[config.mk]
export PLATFORM = sky130hd
export DESIGN_NAME = tsv_fault_scan
export DESIGN_NICKNAME = d
export VERILOG_FILES = /design/src/rtl/tsv_fault_scan.sv
export SDC_FILE = /design/constraint.sdc
export NUM_CORES = 1
export LEC_CHECK = 0
export ABC_CLOCK_PERIOD_IN_PS = 2930
export CELL_PAD_IN_SITES_DETAIL_PLACEMENT = 1
export CELL_PAD_IN_SITES_GLOBAL_PLACEMENT = 1
export CORE_ASPECT_RATIO = 1.2
export CORE_MARGIN = 5
export CORE_UTILIZATION = 37
export DETAILED_ROUTE_END_ITERATION = 12
export PLACE_DENSITY_LB_ADDON = 0.15
export REMOVE_ABC_BUFFERS = 1
export SLEW_MARGIN = 20
export SYNTH_ARGS = -nofsm -noshare
export SYNTH_HDL_FRONTEND = slang
export SYNTH_SLANG_ARGS = --single-unit
[constraint.sdc]
create_clock -name clk -period 2.93 [get_ports clk]
set_input_delay 0.586 -clock clk [delete_from_list [all_inputs] [get_ports clk]]
set_output_delay 0.586 -clock clk [all_outputs]
set_load 0.02 [all_outputs]
[src/rtl/tsv_fault_scan.sv]
// TSV loopback fault scan: drives each TSV high then low, samples the receive
// side after a settle time, and reports a faulty-TSV map for the FNS adders.
//
// state    | meaning
// ---------+------------------------------------------------------------
// S_IDLE   | waiting for start; previous result held
// S_DRV_HI | one-hot drive on TSV idx, sample expects receive = 1
// S_DRV_LO | inverted one-hot drive, sample expects receive = 0
// S_DONE   | one-cycle completion, done pulse, result valid
module tsv_fault_scan #(
  parameter int N_TSV      = 6,
  parameter int N_RED      = 2,
  parameter int SETTLE_CYC = 3
) (
  input  logic                       clk,
  input  logic                       rst,
  input  logic                       start,
  input  logic                       abort,
  input  logic [N_TSV-1:0]           test_rx,
  output logic [N_TSV-1:0]           test_drv,
  output logic                       busy,
  output logic                       done,
  output logic                       f_valid,
  output logic [N_TSV-1:0]           f_flag,
  output logic [$clog2(N_TSV+1)-1:0] fault_cnt,
  output logic                       unrepairable
);

  localparam int IDX_W  = (N_TSV > 1) ? $clog2(N_TSV) : 1;
  localparam int SCNT_W = (SETTLE_CYC > 1) ? $clog2(SETTLE_CYC) : 1;
  localparam int CNT_W  = $clog2(N_TSV+1);

  typedef enum logic [1:0] {
    S_IDLE   = 2'd0,
    S_DRV_HI = 2'd1,
    S_DRV_LO = 2'd2,
    S_DONE   = 2'd3
  } state_t;

  state_t             state_q, state_d;
  logic [IDX_W-1:0]   idx_q, idx_d;
  logic [SCNT_W-1:0]  scnt_q, scnt_d;
  logic [N_TSV-1:0]   flag_q, flag_d;
  logic [CNT_W-1:0]   cnt_q, cnt_d;
  logic               valid_q, valid_d;
  logic               unrep_q, unrep_d;
  logic               last_scnt;
  logic               last_idx;
  logic               mark;
  logic [N_TSV-1:0]   onehot;

  assign last_scnt = (scnt_q == SCNT_W'(SETTLE_CYC-1));
  assign last_idx  = (idx_q == IDX_W'(N_TSV-1));

  always_ff @(posedge clk or posedge rst) begin
    if (rst) begin
      state_q <= S_IDLE;
      idx_q   <= '0;
      scnt_q  <= '0;
      flag_q  <= '0;
      cnt_q   <= '0;
      valid_q <= 1'b0;
      unrep_q <= 1'b0;
    end else begin
      state_q <= state_d;
      idx_q   <= idx_d;
      scnt_q  <= scnt_d;
      flag_q  <= flag_d;
      cnt_q   <= cnt_d;
      valid_q <= valid_d;
      unrep_q <= unrep_d;
    end
  end

  always_comb begin
    state_d = state_q;
    idx_d   = idx_q;
    scnt_d  = scnt_q;
    flag_d  = flag_q;
    cnt_d   = cnt_q;
    valid_d = valid_q;
    mark    = 1'b0;

    case (state_q)
      S_IDLE: begin
        if (start) begin
          state_d = S_DRV_HI;
          idx_d   = '0;
          scnt_d  = '0;
          flag_d  = '0;
          cnt_d   = '0;
          valid_d = 1'b0;
        end
      end
      S_DRV_HI, S_DRV_LO: begin
        // abort wins over a sample landing on the same edge
        if (abort) begin
          state_d = S_IDLE;
          valid_d = 1'b0;
        end else if (!last_scnt) begin
          scnt_d = scnt_q + SCNT_W'(1);
        end else begin
          scnt_d = '0;
          if (state_q == S_DRV_HI) begin
            mark    = ~test_rx[idx_q];
            state_d = S_DRV_LO;
          end else begin
            mark = test_rx[idx_q];
            if (!last_idx) begin
              idx_d   = idx_q + IDX_W'(1);
              state_d = S_DRV_HI;
            end else begin
              state_d = S_DONE;
              valid_d = 1'b1;
            end
          end
        end
      end
      S_DONE:  state_d = S_IDLE;
      default: state_d = S_IDLE;
    endcase

    // a TSV failing both phases is counted once
    if (mark) begin
      flag_d[idx_q] = 1'b1;
      if (!flag_q[idx_q]) cnt_d = cnt_q + CNT_W'(1);
    end
  end

  assign unrep_d = (cnt_d > CNT_W'(N_RED));

  always_comb begin
    onehot   = N_TSV'(1) << idx_q;
    test_drv = '0;
    busy     = 1'b0;
    done     = 1'b0;
    case (state_q)
      S_DRV_HI: begin
        test_drv = onehot;
        busy     = 1'b1;
      end
      S_DRV_LO: begin
        test_drv = ~onehot;
        busy     = 1'b1;
      end
      S_DONE:  done = 1'b1;
      default: ;
    endcase
  end

  assign f_valid      = valid_q;
  assign f_flag       = flag_q;
  assign fault_cnt    = cnt_q;
  assign unrepairable = unrep_q;

endmodule
==> results.tsv, run 1 <==
stage	metric	value	unit
logic_synthesis	synth_fa_ha_area_frac	0.112	
logic_synthesis	ys_types	37	
global_route	grt_max_degree	19	
clock_network	htree_levels	1	
finish	stdcell_area	1610	um^2
floorplan	die_h	73.2	um
logic_synthesis	yosys.area_share.xor_xnor	0.00711	
logic_synthesis	synth_top_area_frac	0.365	
clock_network	path_clk_slew	70	ps
floorplan	die-area	4590	um^2
sta	rsz0062_at_grt	false	
finish	drive_above_1_share	0.117	
sta	fin_crit	2690	ps
logic_synthesis	synth_edf_count	0	
detailed_routing	ant_nets	0	
logic_synthesis	synth.cell_area	1230	um^2
finish	fillers	385	
worst_setup_path	cp-end-kind	primary output	
logic_synthesis	synth_commonest_cells	dfrtp_1 (18), nand2_1 (14), ha_1 (11)	
global_route	grt-ovfl-total	0	
logic_synthesis	synth_top_area_cell	dfrtp_1	
clock_network	cts.sinks	18	
power_and_ir_drop	comb_power_share	0.593	
power_and_ir_drop	p_int	0.801	mW
sta	finalHoldViolCount	0	
logic_synthesis	synth_flop_cell	dfrtp_1	
finish	area_delta_synth_final	30.8	%
worst_setup_path	required	2340	ps
logic_synthesis	async_flop_share	1.00	
worst_setup_path	critPathKind	flip-flop to primary output	
worst_setup_path	crit_chain	inv_1 > ha_1 > nand2_1 > mux2_2 > clkdlybuf4s50_1	
worst_setup_path	crit_path_top_delay_cell	clkdlybuf4s50_1	
global_route	antenna_found_initial	0	
logic_synthesis	synth.yosys.seq_area_share	0.365	
power_and_ir_drop	power_frac_seq	0.269	
detailed_routing	num_vias	1114	
power_and_ir_drop	leakagePower	0.704	nW
detailed_routing	drcViolationCount	0	
logic_synthesis	synthCells	132	
logic_synthesis	synth-warning-count	0	
detailed_routing	drt_iter0_drc	46	
global_route	grt_pass1_vias	1212	
clock_network	cts.hold.buffers_added	0	
finish	antenna-diode-count	0	
logic_synthesis	avgSynthCellArea	9.34	um^2
place	gp_congestion	0.784	
sta	max_freq	372	MHz
place	dpl.hpwl	2590	um
power_and_ir_drop	p_per_area	907	nW/um^2
worst_setup_path	crit_buf_inv	2	
power_and_ir_drop	switchingPower	0.660	mW
detailed_routing	vias_per_cell	5.60	
logic_synthesis	synth.area.mux_share	0.0832	
floorplan	rows	23	
sta	slew_headroom	0.528	
detailed_routing	firstDrtPassIters	6	
clock_network	clockBufferDepth	2	
clock_network	insertion_delay	250	ps
status	status	completed	
power_and_ir_drop	p_sw_frac	0.452	
global_route	grt_pass1_wl	5660	um
detailed_routing	wl_per_cell	16.5	um
logic_synthesis	synth_top_family_by_area	compound AO/OA/AOI/OAI gates	
logic_synthesis	synth.area.top_cells	dfrtp_1 (37%), ha_1 (11%), mux2_2 (5.5%)	
clock_network	numCtsBuffers	3	
logic_synthesis	post-synth-top-count-cell	dfrtp_1	
logic_synthesis	ys_ff_latch	18	
worst_setup_path	cp.arrival	2100	ps
worst_setup_path	slowest_delay	540	ps
place	port_buffers	28	
floorplan	start_util	0.376	
worst_setup_path	start_kind	flip-flop	
power_and_ir_drop	fin_total_pwr	1.46	mW
floorplan	coreArea	3280	um^2
sta	setup_viol	0	
sta	maxSlewViolCount	0	
job	maxCapViolCount	0	
place	dpl-instance-area	1560	um^2
floorplan	pin_count	29	
sta	worst_pin_slew	708	ps
logic_synthesis	synth-simple-area-share	0.177	
clock_network	cts-root-buf	clkbuf_8	
finish	nets	184	
sta	fin_skew	2.25	ps
worst_setup_path	critPathMaxFanout	12	
global_route	grt.total_usage	0.152	
power_and_ir_drop	clock_power_share	0.138	
sta	period_share	0.917	
clock_network	cts_tree	done	
power_and_ir_drop	peakVddDrop	0.561	mV
detailed_routing	wl	3280	um
worst_setup_path	critPathTopFamily	buffers and inverters	
logic_synthesis	synth_compound_area_frac	0.210	
sta	finalSetupTns	0	ps
hold_path	hp-class	flip-flop to flip-flop	
floorplan	die_x	62.7	um
-- worst min-delay path, cell delays in order (launching register included) --
cell     delay, ps
dfrtp_1        380
nand2_1         60
o31ai_1         60
-- registers in the layout, indices dropped and copies added (netlist names) --
register      cells
f_flag            6
f_valid           1
fault_cnt         3
idx_q             3
scnt_q            2
state_q           2
unrepairable      1
-- metal layers --
metal / GRT usage / routed length [um] / part of all wire
met1: 0.166 / 1350 / 0.41
met2: 0.302 / 1790 / 0.55
met3: 0.0385 / 128 / 0.039
met4: 0.0142 / 13 / 0.0040
met5: 0 / 0 / 0
-- cells by family after synthesis --
| logic type | Yosys count |
|---|---|
| buffers and inverters | 13 |
| flip-flops | 18 |
| adder cells (fa/ha/maj) | 11 |
| AND/OR/NAND/NOR | 42 |
| multiplexers | 9 |
| AO/OA/AOI/OAI | 38 |
| XOR/XNOR | 1 |
-- path summary, 6_finish.rpt --
path | start | to | slack, ps | depth (start not counted)
worst max-delay path | idx_q[0] | test_drv[4] | 240 | 5
worst min-delay path | f_flag[5] | f_flag[5] | 530 | 2
worst max register to register | idx_q[0] | unrepairable | 560 | 6
worst min register to register | f_flag[5] | f_flag[5] | 530 | 2
max in group asynchronous | rst | idx_q[0] | 1690 | 2
min in group asynchronous | rst | fault_cnt[0] | 740 | 2
-- layout by cell type, fill, tap and decap left out, types with 2 or more instances in the layout --
cell / Yosys / final
mux2_2: 6 / 6
nor2b_1: 4 / 4
a22o_1: 6 / 6
and2_1: 2 / 2
a21boi_0: 3 / 3
inv_1: 7 / 7
a21oi_1: 6 / 6
ha_1: 11 / 11
buf_4: 0 / 3
nor3b_1: 2 / 2
o31ai_1: 3 / 3
nand2_1: 14 / 14
dfrtp_1: 18 / 17
nand2b_1: 3 / 3
o21ai_0: 9 / 9
clkbuf_8: 0 / 4
clkdlybuf4s50_1: 0 / 28
nor2_1: 5 / 5
a211oi_1: 2 / 2
nand3_1: 5 / 5
mux2i_1: 2 / 2
a31o_2: 4 / 4
-- what timing repair did --
item,in CTS,in global routing
gates resized for setup,0,1
setup buffers,0,0
hold endpoints to repair,0,0
setup endpoints to repair,0,1
-- cell type report --
| class | count | area [um^2] | area share |
|---|---|---|---|
| Inverter | 8 | 30.0 | 0.0186 |
| Sequential cell | 18 | 452 | 0.280 |
| Multi-Input combinational cell | 101 | 726 | 0.450 |
| Tap cell | 37 | 46.3 | 0.0287 |
| Timing Repair Buffer | 31 | 303 | 0.188 |
| Clock buffer | 4 | 55.1 | 0.0342 |
-- power by group through the flow --
stage | Clock (mW) | Sequential [mW] | Combinational [mW]
3_5_place_dp | 0 | 0.396 | 0.881
4_1_cts | 0.206 | 0.390 | 0.884
3_3_place_gp | 0 | 0.386 | 0.847
6_report | 0.202 | 0.393 | 0.867
5_1_grt | 0.219 | 0.403 | 0.963
2_1_floorplan | 0 | 0.425 | 0.518
-- stage by stage --
stage	cells	hold slack, ps	util	setup slack [ps]
after detailed placement	195	519	0.474	108
after floorplan	127	522	-	571
final	199	534	0.491	244
after global routing	199	547	0.491	165
after CTS	199	533	0.491	71.5
after global placement	195	493	0.474	162
(Power assumes the default switching activity.)
==> inputs of run 2 (changes only) <==
Settings changed: CORE_UTILIZATION 37 to 46, DONT_BUFFER_PORTS set to 1.
==> run 2 against run 1 <==
Power fell by 13%. Utilization rose by 1.8 points. Critical path depth fell by 2.
==> results.tsv, run 2 (same netlist as run 1, synthesis figures left out) <==
stage	metric	value	unit	change
global_route	gr-usage-met3	0.0446		+0.00605
floorplan	rows	20		-13%
sta	setup_viol	0		unchanged
floorplan	start_util	0.483		+0.107
status	status	completed		
floorplan	die_h	66.7	um	-8.9%
power_and_ir_drop	leakagePower	0.590	nW	-16%
sta	finalSetupTns	0	ps	unchanged
worst_setup_path	critPathMaxFanout	13		+1
worst_setup_path	reg2reg_from	idx_q[0]		
sta	worst_pin_slew	707	ps	-0.528 ps
worst_setup_path	r2r-end	unrepairable		
sta	max_freq	399	MHz	+7.1%
detailed_routing	firstDrtPassIters	4		-2
finish	layout_common_cells	dfrtp_1 (18), nand2_1 (14), ha_1 (11)		
finish	largest_register_ffs	6		unchanged
global_route	grt.total_usage	0.162		+0.0108
global_route	grt_pass1_wl	4980	um	-12%
place	port_buffers	0		-100%
sta	period_share	0.856		-0.0606
clock_network	insertion_delay	300	ps	+50 ps
clock_network	cts.sinks	18		unchanged
global_route	grt_max_degree	19		unchanged
worst_setup_path	cp.arrival	1920	ps	-180 ps
detailed_routing	ant_nets	0		unchanged
clock_network	htree_levels	1		unchanged
clock_network	post-cts-setup-buffers	0		unchanged
detailed_routing	wl_per_cell	17.2	um	+4.4%
sta	fin_skew	2.68	ps	+0.426 ps
hold_path	hp-class	input pin to asynchronous set/reset pin		
job	maxCapViolCount	0		unchanged
clock_network	path_clk_slew	110	ps	+40 ps
sta	slew_headroom	0.528		about the same
worst_setup_path	rr_worst_depth	6		unchanged
global_route	grt-ovfl-total	0		unchanged
clock_network	cts.hold.buffers_added	0		unchanged
worst_setup_path	rrSetupSlack	480	ps	-80 ps
worst_setup_path	cp-end-kind	primary output		
detailed_routing	drcViolationCount	0		unchanged
power_and_ir_drop	peakVddDrop	0.500	mV	-11%
clock_network	clockBufferDepth	2		unchanged
floorplan	die-area	3820	um^2	-17%
floorplan	pin_count	29		unchanged
global_route	antenna_found_initial	0		unchanged
clock_network	cts_resized	0		unchanged
worst_setup_path	required	2340	ps	about the same
power_and_ir_drop	p_per_area	977	nW/um^2	+7.8%
global_route	grt-busiest-layer	met2		
sta	finalHoldViolCount	0		unchanged
detailed_routing	vias_per_cell	6.03		+7.7%
place	place_ws	496	ps	+388 ps
finish	area_delta_synth_final	5.38	%	
detailed_routing	drt_iter0_drc	10		-78%
clock_network	numCtsBuffers	3		unchanged
sta	worst_slack	422	ps	+178 ps
clock_network	cts-root-buf	clkbuf_4		
worst_setup_path	start_kind	flip-flop		
finish	antenna-diode-count	0		unchanged
floorplan	coreArea	2550	um^2	-22%
floorplan	die_x	57.3	um	-8.7%
sta	fin_crit	2510	ps	-178 ps
sta	maxSlewViolCount	0		unchanged
place	dpl.hpwl	2200	um	-15%
worst_setup_path	critPathKind	flip-flop to primary output		
finish	mostFrequentLayoutCell	dfrtp_1		
clock_network	cts_tree	done		
finish	nets	155		-16%
place	gp_congestion	0.762		-2.8%
global_route	grtUsageMet2	0.307		+0.00530
detailed_routing	wl	2860	um	-13%
finish	drive_above_1_share	0.128		+0.0105
sta	rsz0062_at_grt	false		
global_route	grt_pass1_vias	1068		-12%
global_route	met1_usage	0.179		+0.0132
detailed_routing	num_vias	1001		-10%
[run 2: how the worst max path moves through the flow]
stage                     depth (start not counted)           end  slack (ps)        from
final                                             3   test_drv[3]         420    idx_q[2]
after global routing                              6  unrepairable         310    idx_q[0]
after CTS                                         3   test_drv[3]         460    idx_q[2]
after detailed placement                          6  unrepairable         500    idx_q[0]
after global placement                            6  unrepairable         570    idx_q[0]
after floorplan                                   7  unrepairable         570  state_q[0]
[run 2: through the flow]
step / cells / instance area, um^2 / hold slack (ps) / power (mW) / util
floorplan: 127 / 1210 / 522 / 0.943 / -
global placement: 162 / 1260 / 553 / 1.09 / 0.495
detailed placement: 162 / 1260 / 565 / 1.12 / 0.495
CTS: 166 / 1300 / 289 / 1.28 / 0.509
global route: 166 / 1300 / 318 / 1.38 / 0.509
finish: 166 / 1300 / 273 / 1.27 / 0.509
[run 2: final cells by class]
type                    instances  area, um^2
inverters                       8        30.0
flip-flops and latches         18         450
well taps                      33        41.3
multi-input cells             101         726
repair buffers                  2        15.0
clock buffers                   4        36.3
fillers                       308        1250
[run 2: power by group]
group | internal, mW | switching, mW
Clock | 0.0757 | 0.0826
Combinational | 0.253 | 0.403
Sequential | 0.309 | 0.146
[run 2: critical path: stages, from the launching register on]
cell and delay, ps:
dfrtp_1 650, clkinv_1 330, ha_1 300, mux2_2 340
[run 2: metal layers]
| metal | vias up | part of all wire |
|---|---|---|
| li1 | 478 | - |
| met1 | 495 | 0.40 |
| met2 | 26 | 0.54 |
| met3 | 2 | 0.055 |
| met4 | 0 | 0.0063 |
| met5 | - | 0 |
==> inputs of run 3 (changes only) <==
Settings changed: SKIP_CTS_REPAIR_TIMING set to 1.
==> results of run 3 <==
The final DEF is identical to that of run 2; final timing and power are the same.
